$ cat config.mk
export PLATFORM = sky130hd
export DESIGN_NAME = reg_file_write_arbiter_flat
export DESIGN_NICKNAME = d
export VERILOG_FILES = /design/src/rtl/reg_file_write_arbiter_if.sv /design/src/rtl/reg_file_write_arbiter.sv /design/src/flat_wrapper.sv
export SDC_FILE = /design/constraint.sdc
export NUM_CORES = 1
export LEC_CHECK = 0
export ABC_CLOCK_PERIOD_IN_PS = 8200
export BUFFER_PORTS_ARGS = -buffer_cell sky130_fd_sc_hd__buf_2
export CAP_MARGIN = 20
export CORE_AREA = 4 4 268 270
export CTS_CLUSTER_DIAMETER = 30
export DETAILED_ROUTE_END_ITERATION = 8
export DIE_AREA = 0 0 272 274
export HOLD_SLACK_MARGIN = 0.12
export PLACE_DENSITY = 0.52
export SLEW_MARGIN = 40
export SYNTH_ARGS = -nofsm -noshare
export SYNTH_HDL_FRONTEND = slang
export SYNTH_SLANG_ARGS = --single-unit
$ cat constraint.sdc
create_clock -name clk -period 8.2 [get_ports clk]
set_clock_uncertainty 0.1 [all_clocks]
set_input_delay 0.82 -clock clk [delete_from_list [all_inputs] [get_ports clk]]
set_output_delay 0.82 -clock clk [all_outputs]
set_load 0.05 [all_outputs]
$ cat src/rtl/reg_file_write_arbiter_if.sv
// Requester-side handshake and register-file write bus for reg_file_write_arbiter.
// The master modport is the requester/register-file side; slave is the arbiter.
interface reg_file_write_arbiter_if #(
  parameter int unsigned REGISTER_WIDTH = 32,
  parameter int unsigned NUM_REGISTERS  = 16,
  parameter int unsigned NUM_REQ        = 4
);
  localparam int unsigned ADDR_WIDTH  = $clog2(NUM_REGISTERS);
  localparam int unsigned GRANT_WIDTH = $clog2(NUM_REQ);

  logic [NUM_REQ-1:0]                      i_req_valid;
  logic [NUM_REQ-1:0]                      o_req_ready;
  logic [NUM_REQ*ADDR_WIDTH-1:0]           i_req_addr;
  logic [NUM_REQ*REGISTER_WIDTH-1:0]       i_req_data;
  logic [NUM_REGISTERS-1:0]                o_write_req;
  logic [NUM_REGISTERS*REGISTER_WIDTH-1:0] o_write_data;
  logic [GRANT_WIDTH-1:0]                  o_grant_idx;
  logic                                    o_busy;

  modport master (
    output i_req_valid, i_req_addr, i_req_data,
    input  o_req_ready, o_write_req, o_write_data, o_grant_idx, o_busy
  );

  modport slave (
    input  i_req_valid, i_req_addr, i_req_data,
    output o_req_ready, o_write_req, o_write_data, o_grant_idx, o_busy
  );
endinterface

$ cat src/rtl/reg_file_write_arbiter.sv
// Round-robin write arbiter for the direct-access register file with a bounded burst lock.
// Define REG_ARB_ERR_EN to enable the sticky out-of-range error flag (o_err / i_err_clr).
module reg_file_write_arbiter #(
  parameter int unsigned REGISTER_WIDTH = 32,
  parameter int unsigned NUM_REGISTERS  = 16,
  parameter int unsigned NUM_REQ        = 4,
  parameter int unsigned MAX_BURST      = 4
) (
  input  logic                    clk,
  input  logic                    rst_n,
  reg_file_write_arbiter_if.slave bus,
  input  logic                    i_err_clr,
  output logic                    o_err
);
  localparam int unsigned ADDR_WIDTH  = $clog2(NUM_REGISTERS);
  localparam int unsigned GRANT_WIDTH = $clog2(NUM_REQ);
  localparam int unsigned BURST_WIDTH = $clog2(MAX_BURST + 1);
  localparam logic [BURST_WIDTH-1:0] BURST_MAX = BURST_WIDTH'(MAX_BURST);
  localparam logic [GRANT_WIDTH-1:0] LAST_REQ  = GRANT_WIDTH'(NUM_REQ - 1);

  logic [GRANT_WIDTH-1:0]                  rr_ptr, rr_ptr_d, owner, owner_d, winner, grant_q;
  logic [BURST_WIDTH-1:0]                  burst_cnt, burst_d;
  logic                                    lock, found, in_range, busy_q;
  logic [NUM_REQ-1:0]                      req_ready;
  logic [ADDR_WIDTH-1:0]                   acc_addr;
  logic [REGISTER_WIDTH-1:0]               acc_data;
  logic [NUM_REGISTERS-1:0]                write_req_d, write_req_q;
  logic [NUM_REGISTERS*REGISTER_WIDTH-1:0] write_data_d, write_data_q;

  // The owner keeps the grant while its burst is open; otherwise scan from rr_ptr.
  always_comb begin : select
    int unsigned idx;
    idx    = 0;
    lock   = bus.i_req_valid[owner] && (burst_cnt != '0) && (burst_cnt < BURST_MAX);
    found  = lock;
    winner = owner;
    if (!lock) begin
      for (int unsigned k = 0; k < NUM_REQ; k++) begin
        idx = (32'(rr_ptr) + k) % NUM_REQ;
        if (!found && bus.i_req_valid[idx]) begin
          found  = 1'b1;
          winner = GRANT_WIDTH'(idx);
        end
      end
    end
    req_ready = '0;
    if (found) req_ready[winner] = 1'b1;
  end

  always_comb begin : datapath
    acc_addr     = bus.i_req_addr[32'(winner)*ADDR_WIDTH +: ADDR_WIDTH];
    acc_data     = bus.i_req_data[32'(winner)*REGISTER_WIDTH +: REGISTER_WIDTH];
    in_range     = 32'(acc_addr) < NUM_REGISTERS;
    write_req_d  = '0;
    write_data_d = '0;
    if (found && in_range) begin
      write_req_d[acc_addr] = 1'b1;
      write_data_d[32'(acc_addr)*REGISTER_WIDTH +: REGISTER_WIDTH] = acc_data;
    end
  end

  // An owner that drops valid without anyone being accepted loses its open burst.
  always_comb begin : next_state
    rr_ptr_d = rr_ptr;
    owner_d  = owner;
    burst_d  = burst_cnt;
    if (found) begin
      if (lock) begin
        burst_d = burst_cnt + 1'b1;
      end else begin
        owner_d = winner;
        burst_d = BURST_WIDTH'(1);
      end
      rr_ptr_d = (winner == LAST_REQ) ? '0 : winner + 1'b1;
    end else if (!bus.i_req_valid[owner]) begin
      burst_d = '0;
    end
  end

  always_ff @(posedge clk or negedge rst_n) begin
    if (!rst_n) begin
      rr_ptr       <= '0;
      owner        <= '0;
      burst_cnt    <= '0;
      grant_q      <= '0;
      busy_q       <= 1'b0;
      write_req_q  <= '0;
      write_data_q <= '0;
    end else begin
      rr_ptr       <= rr_ptr_d;
      owner        <= owner_d;
      burst_cnt    <= burst_d;
      busy_q       <= found && in_range;
      write_req_q  <= write_req_d;
      write_data_q <= write_data_d;
      if (found) grant_q <= winner;
    end
  end

  assign bus.o_req_ready  = req_ready;
  assign bus.o_write_req  = write_req_q;
  assign bus.o_write_data = write_data_q;
  assign bus.o_grant_idx  = grant_q;
  assign bus.o_busy       = busy_q;

`ifdef REG_ARB_ERR_EN
  logic err_q;

  // A new out-of-range accept takes priority over a clear in the same cycle.
  always_ff @(posedge clk or negedge rst_n) begin
    if (!rst_n) begin
      err_q <= 1'b0;
    end else if (found && !in_range) begin
      err_q <= 1'b1;
    end else if (i_err_clr) begin
      err_q <= 1'b0;
    end
  end

  assign o_err = err_q;
`else
  logic unused_err_clr;
  assign unused_err_clr = i_err_clr;
  assign o_err          = 1'b0;
`endif
endmodule

$ cat src/flat_wrapper.sv
// flat-port wrapper written by rule: the top's interface ports become plain ports
module reg_file_write_arbiter_flat 
#(
  parameter int unsigned REGISTER_WIDTH = 32,
  parameter int unsigned NUM_REGISTERS  = 16,
  parameter int unsigned NUM_REQ        = 4,
  parameter int unsigned MAX_BURST      = 4
)
  (clk, rst_n, i_err_clr, o_err, bus_i_req_valid, bus_i_req_addr, bus_i_req_data, bus_o_req_ready, bus_o_write_req, bus_o_write_data, bus_o_grant_idx, bus_o_busy);
  reg_file_write_arbiter_if #(.REGISTER_WIDTH(REGISTER_WIDTH), .NUM_REGISTERS(NUM_REGISTERS), .NUM_REQ(NUM_REQ)) bus_i ();
  input  logic clk;
  input  logic rst_n;
  input  logic i_err_clr;
  output logic o_err;
  input wire logic [$bits(bus_i.i_req_valid)-1:0] bus_i_req_valid;
  input wire logic [$bits(bus_i.i_req_addr)-1:0] bus_i_req_addr;
  input wire logic [$bits(bus_i.i_req_data)-1:0] bus_i_req_data;
  output wire logic [$bits(bus_i.o_req_ready)-1:0] bus_o_req_ready;
  output wire logic [$bits(bus_i.o_write_req)-1:0] bus_o_write_req;
  output wire logic [$bits(bus_i.o_write_data)-1:0] bus_o_write_data;
  output wire logic [$bits(bus_i.o_grant_idx)-1:0] bus_o_grant_idx;
  output wire logic [$bits(bus_i.o_busy)-1:0] bus_o_busy;
  assign bus_i.i_req_valid = bus_i_req_valid;
  assign bus_i.i_req_addr = bus_i_req_addr;
  assign bus_i.i_req_data = bus_i_req_data;
  assign bus_o_req_ready = bus_i.o_req_ready;
  assign bus_o_write_req = bus_i.o_write_req;
  assign bus_o_write_data = bus_i.o_write_data;
  assign bus_o_grant_idx = bus_i.o_grant_idx;
  assign bus_o_busy = bus_i.o_busy;
  reg_file_write_arbiter #(.REGISTER_WIDTH(REGISTER_WIDTH), .NUM_REGISTERS(NUM_REGISTERS), .NUM_REQ(NUM_REQ), .MAX_BURST(MAX_BURST)) u_core (.clk(clk), .rst_n(rst_n), .bus(bus_i), .i_err_clr(i_err_clr), .o_err(o_err));
endmodule
==> impl_metrics.prom <==
# TYPE chip_impl_metric gauge
chip_impl_info{name="grt_setup_unrepaired",value="no"} 1
chip_impl_info{name="crit_chain",value="inv_1 -> ha_1 -> or3_1 -> o2bb2ai_2 -> a221o_1 -> a221o_2 -> o311ai_4 -> buf_4 -> inv_4 -> mux2i_4 -> nor3_1 -> ha_1 -> nor2b_1 -> nand2_1 -> nor3_1 -> nand4_1 -> buf_4 -> nor2_1"} 1
chip_impl_metric{name="final_antenna_net_count",unit=""} 0
chip_impl_info{name="timing.critical_path.to_type",value="register"} 1
chip_impl_info{name="final_cell_mix",value="buf_2, dfrtp_1, nor2_1, nor3_1, clkbuf_16"} 1
chip_impl_metric{name="first_iter_violations",unit=""} 743
chip_impl_metric{name="synth_sequential_area_ratio",unit="%"} 70.8
chip_impl_metric{name="grt_pass1_vias",unit=""} 15388
chip_impl_info{name="min-delay-start",value="u_core.bus.o_grant_idx[0]$_DFFE_PN0N_"} 1
chip_impl_metric{name="critPathMaxStageDelay",unit="ns"} 0.73
chip_impl_metric{name="post_synth_instance_area",unit="mm²"} 0.0190
chip_impl_info{name="status",value="complete, no violations"} 1
chip_impl_info{name="r2r-start",value="u_core.burst_cnt[0]$_DFFE_PN0P_"} 1
chip_impl_info{name="postSynth.topFlopCell",value="dfrtp_1"} 1
chip_impl_metric{name="cp.arrival",unit="ns"} 6.50
chip_impl_metric{name="max_freq",unit="GHz"} 0.165
chip_impl_metric{name="synth-xor-area-share",unit="%"} 0.0921
chip_impl_metric{name="total_clock_buffers_created_by_cts",unit=""} 109
chip_impl_metric{name="post_cts_resize_count",unit=""} 0
chip_impl_metric{name="drive_above_1_share",unit="%"} 45.0
chip_impl_info{name="critPathTopFamily",value="simple AND/OR/NAND/NOR gates"} 1
chip_impl_metric{name="seqCellArea",unit="mm²"} 0.0135
chip_impl_metric{name="layout_worst_path_cycle_share",unit="%"} 73.9
chip_impl_info{name="setup_cp_type",value="register to register"} 1
chip_impl_metric{name="insertedDiodeCount",unit=""} 0
chip_impl_metric{name="synth.area.mux_share",unit="%"} 6.53
chip_impl_metric{name="drcViolationCount",unit=""} 0
chip_impl_metric{name="clock_sink_count",unit=""} 538
chip_impl_metric{name="floorplan.core_area",unit="mm²"} 0.0695
chip_impl_metric{name="cp.buffers_inverters",unit=""} 4
chip_impl_metric{name="worst-path-max-fanout",unit=""} 36
chip_impl_metric{name="synth-adder-area-share",unit="%"} 0.592
chip_impl_metric{name="synthesis.instances",unit=""} 1506
chip_impl_metric{name="placementRows",unit=""} 97
chip_impl_metric{name="synth.ff_latch_count",unit=""} 538
chip_impl_metric{name="synth.lib_cells_used.distinct",unit=""} 56
chip_impl_metric{name="period_minus_ws_final",unit="ns"} 6.06
chip_impl_metric{name="asyncSetResetFlopFracSynth",unit="%"} 100
chip_impl_metric{name="timing.slew.headroom",unit="%"} 45.2
chip_impl_metric{name="synth_compound_gate_area_share",unit="%"} 1.53
chip_impl_metric{name="grt_overflow_total",unit=""} 0
chip_impl_metric{name="max-clock-path-buffers",unit=""} 3
chip_impl_info{name="ctsRootBufferMaster",value="clkbuf_16"} 1
chip_impl_metric{name="synth_nets",unit=""} 1666
chip_impl_metric{name="clkLatencyLatePin",unit="ns"} 0.63
chip_impl_metric{name="worst_ep_required_time",unit="ns"} 8.65
chip_impl_metric{name="post_drt_wl_per_cell",unit="µm"} 23.1
chip_impl_info{name="start_kind",value="register"} 1
chip_impl_metric{name="max_cap_viol_count",unit=""} 0
chip_impl_metric{name="gr-usage-all-layers",unit="%"} 19.4
chip_impl_metric{name="grt_antenna_before_repair",unit=""} 8
chip_impl_metric{name="die_outline_area",unit="mm²"} 0.0745
chip_impl_metric{name="setup_tns",unit="ns"} 0
chip_impl_metric{name="gpl.final_weighted_congestion",unit=""} 0.845
chip_impl_metric{name="grt_pass1_wl",unit="mm"} 106
chip_impl_metric{name="grt_max_degree",unit=""} 151
chip_impl_metric{name="finalSetupViolCount",unit=""} 0
chip_impl_metric{name="via_count",unit=""} 14424
chip_impl_metric{name="chipHeight",unit="µm"} 274
chip_impl_metric{name="synth_area_per_cell",unit="µm²"} 12.6
chip_impl_metric{name="num-nets-final",unit=""} 2347
chip_impl_info{name="tritoncts",value="built"} 1
chip_impl_metric{name="finalWirelength",unit="mm"} 74.3
chip_impl_metric{name="drt-pass1-iter-count",unit=""} 7
chip_impl_metric{name="worst-slew-pin-transition",unit="ns"} 0.822
chip_impl_metric{name="port_buffers",unit=""} 684
chip_impl_metric{name="slew_violations",unit=""} 0
chip_impl_metric{name="area_growth_syn_to_layout",unit="%"} 43.8
chip_impl_metric{name="io_pins",unit=""} 687
chip_impl_metric{name="ctsHtreeMaxLevel",unit=""} 3
chip_impl_metric{name="yosysWarningCount",unit=""} 0
chip_impl_metric{name="die_w",unit="µm"} 272
chip_impl_metric{name="avgViaCountPerCell",unit=""} 4.48
chip_impl_metric{name="synth_enable_flop_cells",unit=""} 0
chip_impl_info{name="startpoint",value="u_core.burst_cnt[0]$_DFFE_PN0P_"} 1
chip_impl_metric{name="multi_input_area",unit="mm²"} 0.00499
chip_impl_metric{name="num-fill-cells",unit=""} 6712
chip_impl_metric{name="final_hold_viol_count",unit=""} 0
chip_impl_info{name="layout_commonest_cell",value="buf_2"} 1
chip_impl_info{name="slowest_stage",value="mux2i_4"} 1
chip_impl_metric{name="clkTransAtPathRegs",unit="ns"} 0.04
chip_impl_metric{name="yosys.area_share.simple",unit="%"} 16.9
chip_impl_metric{name="initial_standard_cell_utilization_of_the_core",unit="%"} 27.4
chip_impl_metric{name="post-dp-hpwl",unit="mm"} 51.4
chip_impl_info{name="hold_path_class",value="register to register"} 1
chip_impl_info{name="synth_top_family_by_area",value="simple AND/OR/NAND/NOR gates"} 1
[worst paths after layout]
path	endpoint	slack, ns	depth (start not counted)
worst max-delay path	u_core.bus.o_write_data[6]$_DFF_PN0_	2.14	18
worst min-delay path	u_core.bus.o_grant_idx[0]$_DFFE_PN0N_	0.40	1
worst max register to register	u_core.bus.o_write_data[6]$_DFF_PN0_	2.14	18
worst min register to register	u_core.bus.o_grant_idx[0]$_DFFE_PN0N_	0.40	1
max in group asynchronous	u_core.bus.o_write_data[352]$_DFF_PN0_	5.73	5
min in group asynchronous	u_core.bus.o_write_data[169]$_DFF_PN0_	0.62	2
[cell type report]
type,count,share of cell area [%]
Sequential cell,538,49.2
Inverter,18,0.261
Clock buffer,136,11.1
Timing Repair Buffer,709,13.8
Multi-Input combinational cell,811,18.2
Clock inverter,68,3.05
Tap cell,940,4.30
[flip-flops by register name, summed over array words and instances, names as in the netlist]
register                 count
u_core.bus.o_write_data    512
u_core.bus.o_write_req      16
u_core.burst_cnt             3
u_core.bus.o_grant_idx       2
u_core.owner                 2
u_core.rr_ptr                2
u_core.bus.o_busy            1
[metrics by stage]
stage               worst slack (ns)  hold WS, ns  area (µm²)  std cells  utilization (%)
finish                          2.14        0.399       27300       3220             39.3
global route                    1.83        0.429       27300       3220             39.3
CTS                             2.14        0.401       27300       3217             39.2
detailed placement              1.88        0.384       23400       3012             33.6
global placement                2.12        0.377       23300       3010             33.5
floorplan                       3.79        0.392       19000       1506                -
[logic make-up (layout without fill, tap and decap cells)]
group           count (synthesis)  count (layout)
simple gates                  651             651
flops                         538             538
buf+inv                       157             931
mux                           114             114
compound gates                 34              34
fa+ha+maj                       9               9
xor+xnor                        2               2
other cells                     1               1
[worst register-to-register path, delay by kind of cell (launching register included)]
kind / cells / cell delay [ns]
flops: 1 / 0.34
fa+ha+maj: 2 / 0.64
compound gates: 4 / 0.78
buf+inv: 4 / 1.28
mux: 1 / 0.76
simple gates: 7 / 2.12
[Yosys cell counts (all sizes together) (2+ instances only)]
| cell type | instances | share of area (%) |
|---|---|---|
| or3 | 4 | 0.13 |
| o211ai | 2 | 0.079 |
| or2 | 32 | 1.1 |
| inv | 18 | 0.37 |
| nor2b | 5 | 0.16 |
| a21o | 4 | 0.16 |
| mux4 | 3 | 0.36 |
| mux2 | 37 | 2.2 |
| nor3b | 4 | 0.16 |
| nor2 | 301 | 5.9 |
| o21ai | 7 | 0.18 |
| clkbuf | 104 | 2.1 |
| nand2b | 35 | 1.2 |
| xor2 | 2 | 0.092 |
| nor4 | 9 | 0.30 |
| a21oi | 4 | 0.11 |
| dfrtp | 538 | 71 |
| buf | 35 | 1.2 |
| a221o | 2 | 0.11 |
| nand2 | 11 | 0.22 |
| nor3 | 228 | 7.1 |
| and2 | 7 | 0.23 |
| nand3 | 10 | 0.26 |
| o21a | 2 | 0.079 |
| o311ai | 2 | 0.18 |
| mux2i | 74 | 4.0 |
| ha | 9 | 0.59 |
[repair_timing]
action	CTS	global route
hold endpoints to repair	56	0
buffers inserted	0	0
hold buffers	1	0
[routing by layer]
metal  routed length, µm  share of wire [%]  up-vias  GRT usage (%)
met3                6000                8.1      162           5.36
li1                    -                  -     6321              -
met2               38200                 51      704           34.1
met4                3150                4.2        0           8.50
met5                   0                  0        -              0
met1               27000                 36     7237           22.2
Power is left out: the tool's default activity adds up to more than one toggle a clock period on the data nets, which glitch-free logic cannot reach.
